**config.mk**
```make
export PLATFORM = sky130hd
export DESIGN_NAME = mem_lsu
export DESIGN_NICKNAME = d
export VERILOG_FILES = /design/src/rtl/mem_lsu_pkg.sv /design/src/rtl/mem_lsu_align.sv /design/src/rtl/mem_lsu.sv
export SDC_FILE = /design/constraint.sdc
export NUM_CORES = 1
export LEC_CHECK = 0
export CORE_AREA = 10 10 175 177
export DETAILED_ROUTE_END_ITERATION = 6
export DIE_AREA = 0 0 185 187
export PLACE_DENSITY = 0.65
export SLEW_MARGIN = 20
export SYNTH_ARGS = -nofsm -noshare
export SYNTH_HDL_FRONTEND = slang
export SYNTH_HIERARCHICAL = 1
export SYNTH_SLANG_ARGS = --single-unit
```
**constraint.sdc**
```tcl
create_clock -name clk_i -period 2 [get_ports clk_i]
set_input_delay 0.2 -clock clk_i [delete_from_list [all_inputs] [get_ports clk_i]]
set_output_delay 0.2 -clock clk_i [all_outputs]
set_load 0.01 [all_outputs]
```
**src/rtl/mem_lsu_pkg.sv**
```systemverilog
// Shared definitions for the memory stage (mem_lsu) and its alignment helper.
//  - MEM_* memory operation codes carried on mem_op_i
//  - EXC_* bit positions in the exception vector
//  - FSM state type for the bus transaction controller
//  - small decode helpers for load/store/misalignment classification
package mem_lsu_pkg;

  localparam logic [3:0] MEM_NOP = 4'd0;
  localparam logic [3:0] MEM_LB  = 4'd1;
  localparam logic [3:0] MEM_LH  = 4'd2;
  localparam logic [3:0] MEM_LW  = 4'd3;
  localparam logic [3:0] MEM_LBU = 4'd4;
  localparam logic [3:0] MEM_LHU = 4'd5;
  localparam logic [3:0] MEM_SB  = 4'd6;
  localparam logic [3:0] MEM_SH  = 4'd7;
  localparam logic [3:0] MEM_SW  = 4'd8;

  localparam int unsigned EXC_LD_MISALIGN = 4;
  localparam int unsigned EXC_LD_FAULT    = 5;
  localparam int unsigned EXC_ST_MISALIGN = 6;
  localparam int unsigned EXC_ST_FAULT    = 7;

  typedef enum logic [1:0] {
    StIdle  = 2'd0,
    StBusy  = 2'd1,
    StDone  = 2'd2,
    StDrain = 2'd3
  } lsu_state_e;

  function automatic logic is_load(logic [3:0] op);
    return (op == MEM_LB) || (op == MEM_LH) || (op == MEM_LW) ||
           (op == MEM_LBU) || (op == MEM_LHU);
  endfunction

  function automatic logic is_store(logic [3:0] op);
    return (op == MEM_SB) || (op == MEM_SH) || (op == MEM_SW);
  endfunction

  // Halfword ops need a[0]==0, word ops need a[1:0]==0.
  function automatic logic is_misaligned(logic [3:0] op, logic [1:0] off);
    logic mis;
    mis = 1'b0;
    case (op)
      MEM_LH, MEM_LHU, MEM_SH: mis = off[0];
      MEM_LW, MEM_SW:          mis = |off;
      default:                 mis = 1'b0;
    endcase
    return mis;
  endfunction

endpackage

```
**src/rtl/mem_lsu_align.sv**
```systemverilog
// Purely combinational lane logic for the memory stage.
//  Store side: byte enables and lane-replicated write data from op/address offset.
//  Load side : picks the byte/half selected by the offset and sign/zero-extends it.
// Ports:
//  st_op_i/st_off_i/st_data_i  store op, address[1:0], LSB-aligned store data
//  be_o/wdata_o                byte enables (0 for loads) and replicated write data
//  ld_op_i/ld_off_i/rdata_i    load op, address[1:0] and raw bus read data
//  ld_data_o                   formatted load result
module mem_lsu_align
  import mem_lsu_pkg::*;
(
  input  logic [3:0]  st_op_i,
  input  logic [1:0]  st_off_i,
  input  logic [31:0] st_data_i,
  output logic [3:0]  be_o,
  output logic [31:0] wdata_o,
  input  logic [3:0]  ld_op_i,
  input  logic [1:0]  ld_off_i,
  input  logic [31:0] rdata_i,
  output logic [31:0] ld_data_o
);

  logic [7:0]  ld_byte;
  logic [15:0] ld_half;

  always_comb begin
    be_o    = 4'b0000;
    wdata_o = 32'h0;
    case (st_op_i)
      MEM_SB: begin
        be_o    = 4'b0001 << st_off_i;
        wdata_o = {4{st_data_i[7:0]}};
      end
      MEM_SH: begin
        be_o    = 4'b0011 << {st_off_i[1], 1'b0};
        wdata_o = {2{st_data_i[15:0]}};
      end
      MEM_SW: begin
        be_o    = 4'b1111;
        wdata_o = st_data_i;
      end
      default: ;
    endcase
  end

  always_comb begin
    case (ld_off_i)
      2'd0:    ld_byte = rdata_i[7:0];
      2'd1:    ld_byte = rdata_i[15:8];
      2'd2:    ld_byte = rdata_i[23:16];
      default: ld_byte = rdata_i[31:24];
    endcase
    ld_half = ld_off_i[1] ? rdata_i[31:16] : rdata_i[15:0];

    ld_data_o = 32'h0;
    case (ld_op_i)
      MEM_LB:  ld_data_o = {{24{ld_byte[7]}}, ld_byte};
      MEM_LBU: ld_data_o = {24'h0, ld_byte};
      MEM_LH:  ld_data_o = {{16{ld_half[15]}}, ld_half};
      MEM_LHU: ld_data_o = {16'h0, ld_half};
      MEM_LW:  ld_data_o = rdata_i;
      default: ;
    endcase
  end

endmodule

```
**src/rtl/mem_lsu.sv**
```systemverilog
// Memory stage of the 5-stage RISC-V core (between exe_mem and mem_wb).
// Runs the data-bus req/ack transaction for loads/stores, formats load data, stalls the
// pipeline until the access completes and passes writeback/csr/exception fields through.
// Optional feature macro: MEM_MISALIGN_EXC_EN -- when defined, misaligned halfword/word
// accesses raise a misalignment exception instead of wrapping inside the word.
// Ports:
//  clk_i, rst_i (async, active-low)
//  reg_*_i / csr_*_i / inst_addr_i / exception_i : fields from exe_mem
//  mem_we_i, mem_addr_i, mem_data_i, mem_op_i     : memory access request
//  flush_int_i                                    : interrupt/exception flush
//  dbus_*                                         : data bus (registered request side)
//  stall_req_o                                    : hold IF..EXE and exe_mem
//  reg_*_o / csr_*_o / inst_addr_o / exception_o  : to mem_wb
module mem_lsu
  import mem_lsu_pkg::*;
#(
  parameter int unsigned TIMEOUT_CYCLES = 16
) (
  input  logic        clk_i,
  input  logic        rst_i,
  input  logic [4:0]  reg_waddr_i,
  input  logic        reg_we_i,
  input  logic [31:0] reg_wdata_i,
  input  logic        mem_we_i,
  input  logic [31:0] mem_addr_i,
  input  logic [31:0] mem_data_i,
  input  logic [3:0]  mem_op_i,
  input  logic        csr_we_i,
  input  logic [11:0] csr_waddr_i,
  input  logic [31:0] csr_wdata_i,
  input  logic [31:0] inst_addr_i,
  input  logic [31:0] exception_i,
  input  logic        flush_int_i,
  output logic        dbus_req_o,
  output logic        dbus_we_o,
  output logic [31:0] dbus_addr_o,
  output logic [31:0] dbus_wdata_o,
  output logic [3:0]  dbus_be_o,
  input  logic        dbus_ack_i,
  input  logic        dbus_err_i,
  input  logic [31:0] dbus_rdata_i,
  output logic        stall_req_o,
  output logic [4:0]  reg_waddr_o,
  output logic        reg_we_o,
  output logic [31:0] reg_wdata_o,
  output logic        csr_we_o,
  output logic [11:0] csr_waddr_o,
  output logic [31:0] csr_wdata_o,
  output logic [31:0] inst_addr_o,
  output logic [31:0] exception_o
);

  localparam int unsigned TmoW = $clog2(TIMEOUT_CYCLES);
  localparam logic [TmoW-1:0] TmoLast = TmoW'(TIMEOUT_CYCLES - 1);

  lsu_state_e    state_q, state_d;
  logic          req_q, req_d;
  logic          we_q, we_d;
  logic [31:0]   addr_q, addr_d;
  logic [31:0]   wdata_q, wdata_d;
  logic [3:0]    be_q, be_d;
  logic [31:0]   ld_data_q, ld_data_d;
  logic [3:0]    op_q, op_d;
  logic [1:0]    off_q, off_d;
  logic          fault_q, fault_d;
  logic [TmoW-1:0] tmo_cnt_q, tmo_cnt_d;

  logic [3:0]  al_be;
  logic [31:0] al_wdata;
  logic [31:0] al_ld_data;
  logic        misalign;
  logic        start;
  logic [31:0] local_exc;

  // Store lanes come from the live request (registered at issue); load formatting uses the
  // op/offset captured at issue so it is independent of what exe_mem presents later.
  mem_lsu_align u_align (
    .st_op_i  (mem_op_i),
    .st_off_i (mem_addr_i[1:0]),
    .st_data_i(mem_data_i),
    .be_o     (al_be),
    .wdata_o  (al_wdata),
    .ld_op_i  (op_q),
    .ld_off_i (off_q),
    .rdata_i  (dbus_rdata_i),
    .ld_data_o(al_ld_data)
  );

`ifdef MEM_MISALIGN_EXC_EN
  assign misalign = is_misaligned(mem_op_i, mem_addr_i[1:0]);
`else
  assign misalign = 1'b0;
`endif

  assign start = (mem_op_i != MEM_NOP) && !flush_int_i && !misalign;

  always_comb begin
    state_d     = state_q;
    req_d       = req_q;
    we_d        = we_q;
    addr_d      = addr_q;
    wdata_d     = wdata_q;
    be_d        = be_q;
    ld_data_d   = ld_data_q;
    op_d        = op_q;
    off_d       = off_q;
    fault_d     = fault_q;
    tmo_cnt_d   = tmo_cnt_q;
    stall_req_o = 1'b0;
    local_exc   = 32'h0;

    unique case (state_q)
      StIdle: begin
        if (start) begin
          req_d       = 1'b1;
          we_d        = mem_we_i & is_store(mem_op_i);
          addr_d      = {mem_addr_i[31:2], 2'b00};
          be_d        = al_be;
          wdata_d     = al_wdata;
          op_d        = mem_op_i;
          off_d       = mem_addr_i[1:0];
          fault_d     = 1'b0;
          tmo_cnt_d   = '0;
          stall_req_o = 1'b1;
          state_d     = StBusy;
        end else if (misalign && !flush_int_i) begin
          if (is_load(mem_op_i)) local_exc[EXC_LD_MISALIGN] = 1'b1;
          else                   local_exc[EXC_ST_MISALIGN] = 1'b1;
        end
      end
      StBusy: begin
        stall_req_o = 1'b1;
        tmo_cnt_d   = tmo_cnt_q + 1'b1;
        if (dbus_ack_i) begin
          req_d     = 1'b0;
          ld_data_d = al_ld_data;
          fault_d   = dbus_err_i;
          // A flush arriving with the ack has nothing left to drain.
          state_d   = flush_int_i ? StIdle : StDone;
        end else if (flush_int_i) begin
          state_d = StDrain;
        end else if (tmo_cnt_q == TmoLast) begin
          req_d   = 1'b0;
          fault_d = 1'b1;
          state_d = StDone;
        end
      end
      StDone: begin
        state_d = StIdle;
        if (fault_q && !flush_int_i) begin
          if (is_load(op_q)) local_exc[EXC_LD_FAULT] = 1'b1;
          else               local_exc[EXC_ST_FAULT] = 1'b1;
        end
      end
      StDrain: begin
        // Keep the bus transaction alive; only hold the pipe if a new access is waiting.
        stall_req_o = (mem_op_i != MEM_NOP);
        if (dbus_ack_i) begin
          req_d   = 1'b0;
          state_d = StIdle;
        end
      end
      default: state_d = StIdle;
    endcase
  end

  always_ff @(posedge clk_i or negedge rst_i) begin
    if (!rst_i) begin
      state_q   <= StIdle;
      req_q     <= 1'b0;
      we_q      <= 1'b0;
      addr_q    <= 32'h0;
      wdata_q   <= 32'h0;
      be_q      <= 4'b0000;
      ld_data_q <= 32'h0;
      op_q      <= MEM_NOP;
      off_q     <= 2'b00;
      fault_q   <= 1'b0;
      tmo_cnt_q <= '0;
    end else begin
      state_q   <= state_d;
      req_q     <= req_d;
      we_q      <= we_d;
      addr_q    <= addr_d;
      wdata_q   <= wdata_d;
      be_q      <= be_d;
      ld_data_q <= ld_data_d;
      op_q      <= op_d;
      off_q     <= off_d;
      fault_q   <= fault_d;
      tmo_cnt_q <= tmo_cnt_d;
    end
  end

  assign dbus_req_o   = req_q;
  assign dbus_we_o    = we_q;
  assign dbus_addr_o  = addr_q;
  assign dbus_wdata_o = wdata_q;
  assign dbus_be_o    = be_q;

  assign reg_waddr_o = reg_waddr_i;
  assign reg_we_o    = reg_we_i && !stall_req_o && (state_q != StDrain) &&
                       !(|local_exc) && !flush_int_i;
  assign reg_wdata_o = ((state_q == StDone) && is_load(op_q) && !flush_int_i) ?
                       ld_data_q : reg_wdata_i;

  assign csr_we_o    = csr_we_i;
  assign csr_waddr_o = csr_waddr_i;
  assign csr_wdata_o = csr_wdata_i;
  assign inst_addr_o = inst_addr_i;
  assign exception_o = exception_i | local_exc;

endmodule

```
# Yosys cells after proc, flatten, opt, wreduce, memory -nomap -nowiden

Index checks and enable logic that the tools add are counted.
W data, S select, Z words.

Flip-flop bits (word level): 113
Output and inout port bits: 218

Add/sub/neg operators: 1
Eq/ne operators: 20
Shift operators: 2
Mux-type cells: 34
Bitwise logic cells: 2
Reductions and logical operators: 29

Operator list:

| operator              | number |
|---|---|
| $pmux W32 S5          | 1 |
| $pmux W32 S3          | 1 |
| $mux W32              | 1 |
| $or A32 B8 Y32        | 1 |
| $pmux W8 S3           | 1 |
| $eq A4 B3 Y1 const B  | 4 |
| $mux W1               | 16 |
| $mux W16              | 1 |
| $mux W2               | 6 |
| $pmux W4 S3           | 1 |
| $eq A4 B2 Y1 const B  | 2 |
| $eq A4 B4 Y1 const B  | 2 |
| $logic_and A1 B1 Y1   | 8 |
| $pmux W2 S4           | 1 |
| $pmux W4 S2           | 1 |
| $eq A2 B2 Y1 const B  | 3 |
| $logic_or A1 B1 Y1    | 6 |
| $ne A2 B2 Y1 const B  | 3 |
| $ne A3 B3 Y1 const B  | 2 |
| $pmux W1 S3           | 2 |
| $reduce_and A2 Y1     | 3 |
| $reduce_and A5 Y1     | 1 |
| $add A4 B1 Y4 const B | 1 |
| $eq A2 B1 Y1 const B  | 2 |
| 15 further kinds      | 18 |

# Logic depth before layout (Yosys ltp)

Gate-level depths: netlist (run 1).

Word-level depth: 12
Depth in mapped cells: 8
Mapped depth without buffers: 6

# Cells and area by module

Netlist (run 1), hierarchy kept.

By module, submodules not included:

| module        | times used | cells an instance | area each (sq um) | sequential area each (sq um) |
|---|---|---|---|---|
| mem_lsu       | 1          | 453               | 5793.1            | 2827.7 |
| mem_lsu_align | 1          | 175               | 1169.9            | 0.0 |

# Least setup slack after synthesis (run 1)

No wires, ideal clock.

Path type: flip-flop to output port
Start: reg op_q[1]
End: out reg_wdata_o[1]
Arrival: 1807 ps
Required time: 1800 ps
Path slack: -7 ps
Cell stages (with the launch flop): 6
Path buffers: 2
Cell sequence: dfrtp_1 o31ai_1 nand2b_1 clkbuf_1 buf_1 mux2_2

Cells in the longest elaborated chain, start to end: 8
Elaborated cells on any way between the ends: 12
Classes of those cells: eq/ne (5); mux (1); reduce/logical (6)

RTL lines:

| element                                             | line              | text |
|---|---|---|
| start, declared                                     | mem_lsu.sv:63     | `logic [3:0] op_q, op_d;` |
| start signal, assigned                              | mem_lsu.sv:188    | `op_q <= op_d;` |
| $eq A4 B1 Y1 / $eq A4 B2 Y1 (equally long branches) | mem_lsu_pkg.sv:31 | `return (op == MEM_LB) \|\| (op == MEM_LH) \|\| (op == MEM_LW) \|\|` |
| $logic_or A1 B1 Y1 (3 in a row)                     | mem_lsu_pkg.sv:31 |  |
| $logic_or A1 B1 Y1 (*)                              | mem_lsu_pkg.sv:32 | `(op == MEM_LBU) \|\| (op == MEM_LHU);` |
| $logic_and A1 B1 Y1 (*) (2 in a row)                | mem_lsu.sv:204    | `assign reg_wdata_o = ((state_q == StDone) && is_load(op_q) && !flush_int_i) ?` |
| $mux W32 (*)                                        | mem_lsu.sv:204    |  |
| end, declared                                       | mem_lsu.sv:45     | `output logic [31:0] reg_wdata_o,` |

Every way passes the cells marked *; elsewhere a longest branch is shown, timed or not.

# Worst setup path in the final report (run 1)

Start: reg op_q[2]
End: out reg_wdata_o[31]

The elaborated chain is that of the path after synthesis.

==> impl_summary.md, run 1 <==
STA
The final worst-path cycle share is 115%. The highest clock frequency the design can meet is 0.435 GHz. The worst clock skew is 0.0111 ns. Subtracting the final worst setup slack from the clock period gives 2.30 ns.

Final hold analysis gives a worst-case slack of 0.263 ns. Setup repair after global routing could not meet its margin everywhere. The final hold violation count was 0. Setup violations remaining at the end of the flow were counted as 33. The worst path setup slack after routing is -0.299 ns. The number of slew-limit violations in the final report came to 0.

Logic synthesis
Counting flops and latches in the post-synthesis netlist gives 113. The number of distinct library cells after synthesis is 55. After synthesis, the largest area contributor takes up 40.6% of total cell area. The top cell type by total area after synthesis is sky130_fd_sc_hd__dfrtp_1. In the post-synthesis netlist, the biggest area contributors are sky130_fd_sc_hd__dfrtp_1 41%, sky130_fd_sc_hd__mux2_2 22%, sky130_fd_sc_hd__buf_4 12%. The synthesized cell area is 6960 um^2. Of the total synthesized cell area, the portion taken by AND, OR, NAND and NOR gates is 7.87%. Multiplexer cells account for 26.6% of the synthesized area.

By area, the combinational part of the netlist is dominated by multiplexers. The fraction of synthesized cell area in xor and xnor cells is 0.126%. The post-synthesis instance total is 628. The fraction of registers with async set or reset after synthesis is 100%. By count the netlist is led by 138 x sky130_fd_sc_hd__mux2_2, 115 x sky130_fd_sc_hd__buf_4, 113 x sky130_fd_sc_hd__dfrtp_1. After Yosys synthesis, full adders, half adders and majority gates account for 1.08% of the synthesized area. The Yosys step of the flow raised 6 warnings. In the synthesized netlist the dominant register cell turns out to be sky130_fd_sc_hd__dfrtp_1. Summing the areas of all compound-gate instances in the mapped netlist gives 8.55% of the synthesized area. The most frequent cell after synthesis is sky130_fd_sc_hd__mux2_2. The synthesized area per cell is 11.1 um^2. Counting flops with a built-in enable in the synthesized netlist gives 0.

The portion of the post-synthesis area used by sequential elements is 40.6%.

Power and ir drop
The clock network burns 25.3% of the power. The total power consumption of the routed design is 13300 uW. The standby leakage power is 0.00480 uW. The sequential power share is 28.7%.

Of the total power, the share spent switching nets is 32.9%. The switching power summed over all nets is 4390 uW. The relative contribution of combinational cells to total power is 46.0%. The total power density per cell area is 1280 nW/um^2.

The cell internal power dissipation is 8940 uW. The largest voltage drop on the vdd net is 652 uV.

Route
Before antenna repair, the detailed router went through 5 iterations. The final routed wire length divided by cell count is 20.9 um. The via total after detailed routing is 5455.

The detailed router finished its first iteration with 234 violations. The final routed DRC violation total is 0. The via density per instance is 4.60.

In this run the remaining antenna-violating nets after routing total 0. After detailed routing, the total wire length is 24700 um.

Cells and area
The post-route netlist has 37.2% of its cells at a drive strength greater than 1. The layout overhead on the synthesized area is 50.1%. The final cell area excluding filler cells is 10500 um^2.

The total number of nets in the final design is 1082. For this run, the share of the core covered by cells in the final layout is 38.2%. The fill cell instance count of the final layout is 2677. Leaving out filler cells and counting taps, the final layout contains 1185.

Die
The core area is 27300 um^2. The height of the chip is 187 um. The number of placement rows is 61.

The initial cell density of the core is 25.5%. The number of I/O pins is 471. In this run the horizontal extent of the chip is 185 um. The die covers 34600 um^2.

CTS
No sink is reached through more buffers than the 2 on the longest clock path. The depth of the CTS H-tree is 4. The clock insertion delay at the later pin of the skew report is 0.41 ns. The library cell used as clock root buffer is sky130_fd_sc_hd__clkbuf_16. The clock tree from TritonCTS is yes. After clock tree synthesis, the clock-pin slew on the worst setup and hold paths is 0.06 ns. The TritonCTS buffer count is 17. Counting every sink on the clock net gives 113.

Job
The number of violations of the max-capacitance limit is 0.

Critical path
The critical path starts at op_q[2]. The maximum fanout encountered on the critical timing path is 7. The worst setup path is captured at a primary output. The worst setup path is launched from a register.

Counting cells, the worst reg-to-reg path comes to 7. The critical path required time is 1.80 ns. Following the worst setup path forward leads to its endpoint at reg_wdata_o[31]. The internal reg-to-reg setup slack is 0.07 ns. The reg-to-reg critical path endpoint is dbus_addr_o[13]. At the worst endpoint, the arrival time is 2.10 ns. By startpoint and endpoint, the worst setup path is classified as register to primary output. The worst register-to-register path begins at state_q[0].

GRT
The global-route wire length before repair is 37100 um. The number of global-route vias before repair is 6016. Summed over all layers, the global routing overflow is 0.

In the global route stage, overall resource usage came out at 14.0%. The number of antenna violations at the first check in global routing is 3. The largest net degree at the start of global routing is 76.

Placement
Counting tap cells, the placed design contains a total of 1133 instances. The placement-stage cell area is 9320 um^2. The congestion estimate from routability-driven global placement came to 0.789. Buffers placed on the I/O ports in this run total 244. The HPWL after detailed placement is 18400 um.

Run status
The checks that failed: setup timing. The run finished, with violations left.

Hold path
The worst hold path belongs to the class input port to asynchronous set/reset pin.
==> power by group through the flow <==
| stage | sequential, uW | combinational, uW | clock (uW) |
|---|---|---|---|
| after floorplan | 3940 | 2910 | 0 |
| after global placement | 3810 | 5610 | 0 |
| after detailed placement | 3830 | 5680 | 0 |
| after CTS | 3840 | 6030 | 3480 |
| after global routing | 3960 | 6620 | 3560 |
| final | 3820 | 6140 | 3370 |
==> cell families after synthesis <==
family	Yosys count
multiplexers	165
buffers and inverters	151
flip-flops	113
AND/OR/NAND/NOR	110
AO/OA/AOI/OAI	81
adder cells (fa/ha/maj)	6
other	1
XOR/XNOR	1
==> worst min-delay path by stage <==
stage / startpoint / to / cells after the start
2_1_floorplan: rst_i / dbus_addr_o[10] / 0
3_3_place_gp: rst_i / dbus_addr_o[10] / 1
3_5_place_dp: rst_i / dbus_addr_o[10] / 1
4_1_cts: rst_i / dbus_addr_o[10] / 2
5_1_grt: rst_i / dbus_addr_o[10] / 2
6_report: rst_i / dbus_addr_o[10] / 2
==> critical path, stage by stage (launching register included) <==
cell,delay [ns]
sky130_fd_sc_hd__dfrtp_2,0.45
sky130_fd_sc_hd__o31ai_4,0.31
sky130_fd_sc_hd__nand2b_4,0.22
sky130_fd_sc_hd__buf_8,0.11
sky130_fd_sc_hd__buf_12,0.15
sky130_fd_sc_hd__mux2_4,0.32
sky130_fd_sc_hd__buf_6,0.12
==> metrics by stage <==
step / worst slack [ns] / setup TNS, ns
floorplan: 0.00343 / 0
global placement: -0.649 / -51.11
detailed placement: -0.656 / -51.76
CTS: -0.421 / -11.08
global route: -0.366 / -11.18
finish: -0.299 / -8.63
==> final cells by class <==
type / instances / area [um^2] / area share [%]
multi-input cells: 365 / 3300 / 31.6
repair buffers: 319 / 3200 / 30.6
flip-flops and latches: 113 / 2830 / 27.1
well taps: 346 / 433 / 4.14
clock buffers: 17 / 425 / 4.07
clock inverters: 15 / 221 / 2.12
inverters: 7 / 26.3 / 0.251
diodes: 3 / 7.51 / 0.0718
==> cell usage in the layout, fill, tap and decap left out, types with 3 or more instances in the layout <==
master / count
sky130_fd_sc_hd__buf_12: 8
sky130_fd_sc_hd__buf_2: 8
sky130_fd_sc_hd__a211o_1: 7
sky130_fd_sc_hd__bufinv_16: 4
sky130_fd_sc_hd__clkinv_4: 5
sky130_fd_sc_hd__mux2_2: 113
sky130_fd_sc_hd__nor2_1: 9
sky130_fd_sc_hd__nand2_1: 62
sky130_fd_sc_hd__nor2b_1: 5
sky130_fd_sc_hd__mux2_4: 26
sky130_fd_sc_hd__dlygate4sd2_1: 4
sky130_fd_sc_hd__o21ai_0: 19
sky130_fd_sc_hd__inv_1: 5
sky130_fd_sc_hd__clkbuf_16: 18
sky130_fd_sc_hd__dfrtp_1: 110
sky130_fd_sc_hd__clkdlybuf4s50_1: 203
sky130_fd_sc_hd__inv_6: 4
sky130_fd_sc_hd__and2_1: 8
sky130_fd_sc_hd__nand3_1: 6
sky130_fd_sc_hd__buf_6: 39
sky130_fd_sc_hd__dfrtp_2: 3
sky130_fd_sc_hd__buf_4: 52
sky130_fd_sc_hd__mux2i_1: 22
sky130_fd_sc_hd__a22o_1: 17
sky130_fd_sc_hd__o221ai_1: 6
sky130_fd_sc_hd__a21oi_1: 9
sky130_fd_sc_hd__diode_2: 3
==> state kept, by name, indices dropped and copies added, names as in the netlist <==
| register | cells |
|---|---|
| off_q | 2 |
| tmo_cnt_q | 4 |
| op_q | 4 |
| fault_q | 1 |
| dbus_req_o | 1 |
| state_q | 2 |
| dbus_be_o | 4 |
| dbus_addr_o | 30 |
| dbus_we_o | 1 |
| ld_data_q | 32 |
| dbus_wdata_o | 32 |
==> timing repair <==
item                                   CTS  global route
gates cloned                             3             1
endpoints found under the hold margin   27             0
resized for setup                      232            19
pin swaps                                6             8
hold buffers                             1             0
buffers inserted                        11             5
setup endpoints to repair              126            68
==> metal layers <==
| layer | track usage (%) | wire length, um | vias up |
|---|---|---|---|
| met2 | 22.5 | 12000 | 207 |
| met5 | 0 | 0 | - |
| met3 | 6.86 | 2680 | 83 |
| met1 | 14.7 | 9050 | 2656 |
| met4 | 7.63 | 1000 | 0 |
| li1 | - | - | 2509 |
Power figures use the tool's default switching activity.
==> inputs of run 2 (changes only) <==
ABC_AREA = 1   (was default)
CORE_AREA = 10 10 173 175   (was 10 10 175 177)
DIE_AREA = 0 0 183 185   (was 0 0 185 187)
PLACE_DENSITY = 0.68   (was 0.65)
==> run 2 against run 1 <==
Effect of this change:
- the flow still finishes with violations (setup timing)
- synthesized cell count rose by 60%
- area after synthesis rose by 7.0%
- final area rose by 2.3%
- clock power barely moved
- register-to-register slack improved by 0.17 ns
- critical path type unchanged
==> impl_summary.md, run 2 <==
Power and ir drop
The share of total power dissipated in combinational logic is 47.3%. In this run the power spent charging and discharging nets is 5130 uW. The switching power as a share of total power is 37.9%. The clock share of power is 25.1%.

The total power density per cell area is 1260 nW/um^2. In this run the static leakage power is 0.00538 uW. The worst-case IR drop observed on VDD is 634 uV. Overall power consumption after layout is estimated at 13500 uW.

The sequential power share is 27.6%. The cell internal power dissipation is 8400 uW.

Run status
The checks that failed: setup timing. The flow ran to the end, but the final reports show violations.

Logic synthesis
Dividing the synthesized area by the synthesized cell count gives 7.42 um^2. Summing the sequential cell areas from Yosys gives 38.0% of the chip area. The synthesized cell area is 7450 um^2.

The post-synthesis instance total is 1003. The most frequent cell after synthesis is sky130_fd_sc_hd__nand2_1. The Yosys step of the flow raised 6 warnings. The number of different library cells used by synthesis comes to 34. The commonest cells after synthesis are 429 x sky130_fd_sc_hd__nand2_1, 131 x sky130_fd_sc_hd__nand3_1, 125 x sky130_fd_sc_hd__buf_4. The area share of the largest cell type after synthesis is 38.0%.

Ranked by total cell area, the synthesized netlist is headed by sky130_fd_sc_hd__dfrtp_1 38%, sky130_fd_sc_hd__nand2_1 22%, sky130_fd_sc_hd__buf_4 13%. The number of enable flip-flop cells after synthesis is 0. The most frequently used flop master after synthesis is sky130_fd_sc_hd__dfrtp_1. The fraction of registers with async set or reset after synthesis is 100%. Synthesis inferred 113 register bits. The top cell type by total area after synthesis is sky130_fd_sc_hd__dfrtp_1.

Cells and area
The total inserted antenna cells is 0. The finished layout holds 1529 standard cells, fillers aside. The top cell types in the final layout, fill and taps aside, are 420 x sky130_fd_sc_hd__nand2_1, 207 x sky130_fd_sc_hd__clkdlybuf4s50_1, 112 x sky130_fd_sc_hd__dfrtp_1, 109 x sky130_fd_sc_hd__nand3_1, 46 x sky130_fd_sc_hd__buf_4. Cells with a size suffix above 1 make up 20.2% of the layout. The layout overhead on the synthesized area is 43.6%.

Leaving out fill and tap cells, the most frequent cell in the layout is sky130_fd_sc_hd__nand2_1. After the last flow step, the layout net total stands at 1434. The final core area utilization is 40.2%.

Placement
In this run, placement finished with an instance count of 1483. The HPWL after detailed placement is 19700 um. The congestion estimate from routability-driven global placement came to 0.860. In this run the tool buffered the top-level ports with 244 buffer cells.

Critical path
Among all stages on the critical path, the largest delay is contributed by sky130_fd_sc_hd__dfrtp_1. The critical path is of the register to primary output type. The category of the worst setup path launch point is a register.

The most numerous cell on the critical path is sky130_fd_sc_hd__buf_12. The number of buffer and inverter stages on the critical path is 6. Walking the worst path, the cells encountered are inv_2 -> ha_4 -> inv_4 -> nor2_4 -> buf_12 -> buf_12 -> buf_16 -> nand3_1 -> nand2_1 -> buf_2. The endpoint arrival time on the critical path is 1.86 ns.

The family of cells with the greatest summed delay on the critical path is buffers and inverters. STA puts the critical path data required time at 1.80 ns. Of all nets on the critical path, the largest fanout is 7. The maximum single-stage delay on the critical path is 0.39 ns. The category of the worst setup path capture point is a primary output.

Route
The final routed DRC violation total is 0. The detail route stage leaves a number of antenna-violating nets equal to 0. The final routed wire length divided by cell count is 17.4 um.

The first-pass iteration count of the detailed router is 5. The iteration-0 DRC count of the detailed router is 489. The routed wire length is 26500 um.

The detailed router placed 7128 vias in this run. In the routed layout, each cell is associated on average with a via count of 4.66.

Die
The initial cell density of the core is 28.0%. The initialized floorplan defines 60 standard-cell rows. The number of I/O pins is 471. The floorplan step defined a core boundary enclosing 26600 um^2. The die is 185 um tall.

The die is 183 um wide. The die area is 33900 um^2.

STA
The final worst-path cycle share is 103%. Setup repair after global routing could not meet its margin everywhere. The number of slew-limit violations in the final report came to 0.

The highest clock frequency the design can meet is 0.485 GHz. The number of endpoints failing setup at the final stage is 29. Between clock sinks in the finished design, the worst skew comes to 0.00966 ns. The minimum clock period is 2.06 ns. The final hold violation count is 0. In the post-route analysis, the smallest setup slack over all paths is -0.0611 ns.

CTS
The depth of the CTS H-tree is 4. The clock insertion delay at the later pin of the skew report is 0.41 ns. Buffers inserted during clock tree synthesis total 17. The tree is rooted in a sky130_fd_sc_hd__clkbuf_16. The clock transition at the registers of the reported paths is 0.06 ns. The clock drives 113 sinks.

The clock tree from TritonCTS is yes. The clock passes through at most 2 buffers.

GRT
The global route total overflow is 0. The number of global-route vias before repair was 7384. The overall global routing resource usage is 15.3%. The number of antenna violations at the first check in global routing is 0. The largest net degree at the start of global routing is 68. The first global-routing pass estimated 40600 um of wire.

Job
Across the run, the number of max-cap violations was 0.

Hold path
In this run the worst hold path is classified as input port to asynchronous set/reset pin.
## run 2: cell types whose count changed after synthesis, moves of 9 or more
cell                      before  now
sky130_fd_sc_hd__a22o_1       17    0
sky130_fd_sc_hd__buf_2         1   20
sky130_fd_sc_hd__nand3_1       6  131
sky130_fd_sc_hd__buf_4       115  125
sky130_fd_sc_hd__nand2_1      63  429
sky130_fd_sc_hd__inv_1         7   36
sky130_fd_sc_hd__nor2_1        9   18
sky130_fd_sc_hd__buf_1         9    0
sky130_fd_sc_hd__mux2i_1      23    1
sky130_fd_sc_hd__nand3_2       0   10
sky130_fd_sc_hd__mux2_2      138   30
## run 2: cell families (layout without fill, tap and decap cells)
logic type	count (synthesis)	after routing	share of synthesized area (%)
buffers and inverters	200	384	17.9
other	1	2	0.0504
AO/OA/AOI/OAI	38	38	2.82
adder cells (fa/ha/maj)	6	6	1.01
multiplexers	33	33	4.97
AND/OR/NAND/NOR	610	610	35.0
XOR/XNOR	2	2	0.235
flip-flops	113	113	38.0
## run 2: area by class of cell
class	instances	area [um^2]
Multi-Input combinational cell	691	3500
Clock inverter	15	221
Tap cell	341	427
Inverter	40	153
Sequential cell	113	2830
Fill cell	2714	15900
Clock buffer	17	425
Timing Repair Buffer	312	3140
## run 2: final timing paths
check / endpoint / slack (ns) / cells after the start / startpoint
setup reg to reg: ld_data_q[5] / 0.24 / 7 / state_q[1]
hold reg to reg: dbus_wdata_o[13] / 0.48 / 2 / dbus_wdata_o[13]
setup / recovery: reg_wdata_o[31] / -0.06 / 10 / state_q[0]
min in group clk_i: dbus_addr_o[28] / 0.32 / 3 / mem_addr_i[28]
hold / removal: ld_data_q[20] / 0.27 / 2 / rst_i
max in group asynchronous: dbus_wdata_o[27] / 1.14 / 3 / rst_i
## run 2: what timing repair did
action / 4_1_cts / 5_1_grt
cloned: 5 / 0
setup endpoints to repair: 36 / 36
gates resized for setup: 184 / 29
setup buffers: 8 / 1
hold buffers: 1 / 0
pin swaps: 31 / 13
hold endpoints to repair: 30 / 0
## run 2: power groups by stage
stage               sequential [uW]  combinational (uW)  clock (uW)
finish                         3730                6400        3400
global route                   3830                7020        3590
CTS                            3710                6390        3480
detailed placement             3690                6030           0
global placement               3680                5960           0
floorplan                      3840                3230           0
## run 2: stage by stage
step | area [um^2] | hold slack [ns] | TNS [ns] | setup slack (ns)
3_5_place_dp | 9710 | 0.124 | -1.55 | -0.183
6_report | 10700 | 0.273 | -0.867 | -0.0611
4_1_cts | 10600 | 0.249 | -2.47 | -0.0984
3_3_place_gp | 9710 | 0.125 | -0.823 | -0.171
5_1_grt | 10700 | 0.271 | -4.25 | -0.169
2_1_floorplan | 7450 | -0.0956 | 0 | 0.488
## run 2: per-layer routing
layer	up-vias	global-route usage, %	wire length [um]
li1	3417	-	-
met1	3288	16.5	10600
met2	373	24.2	11900
met3	50	8.23	3220
met4	0	7.34	824
met5	-	0.613	0
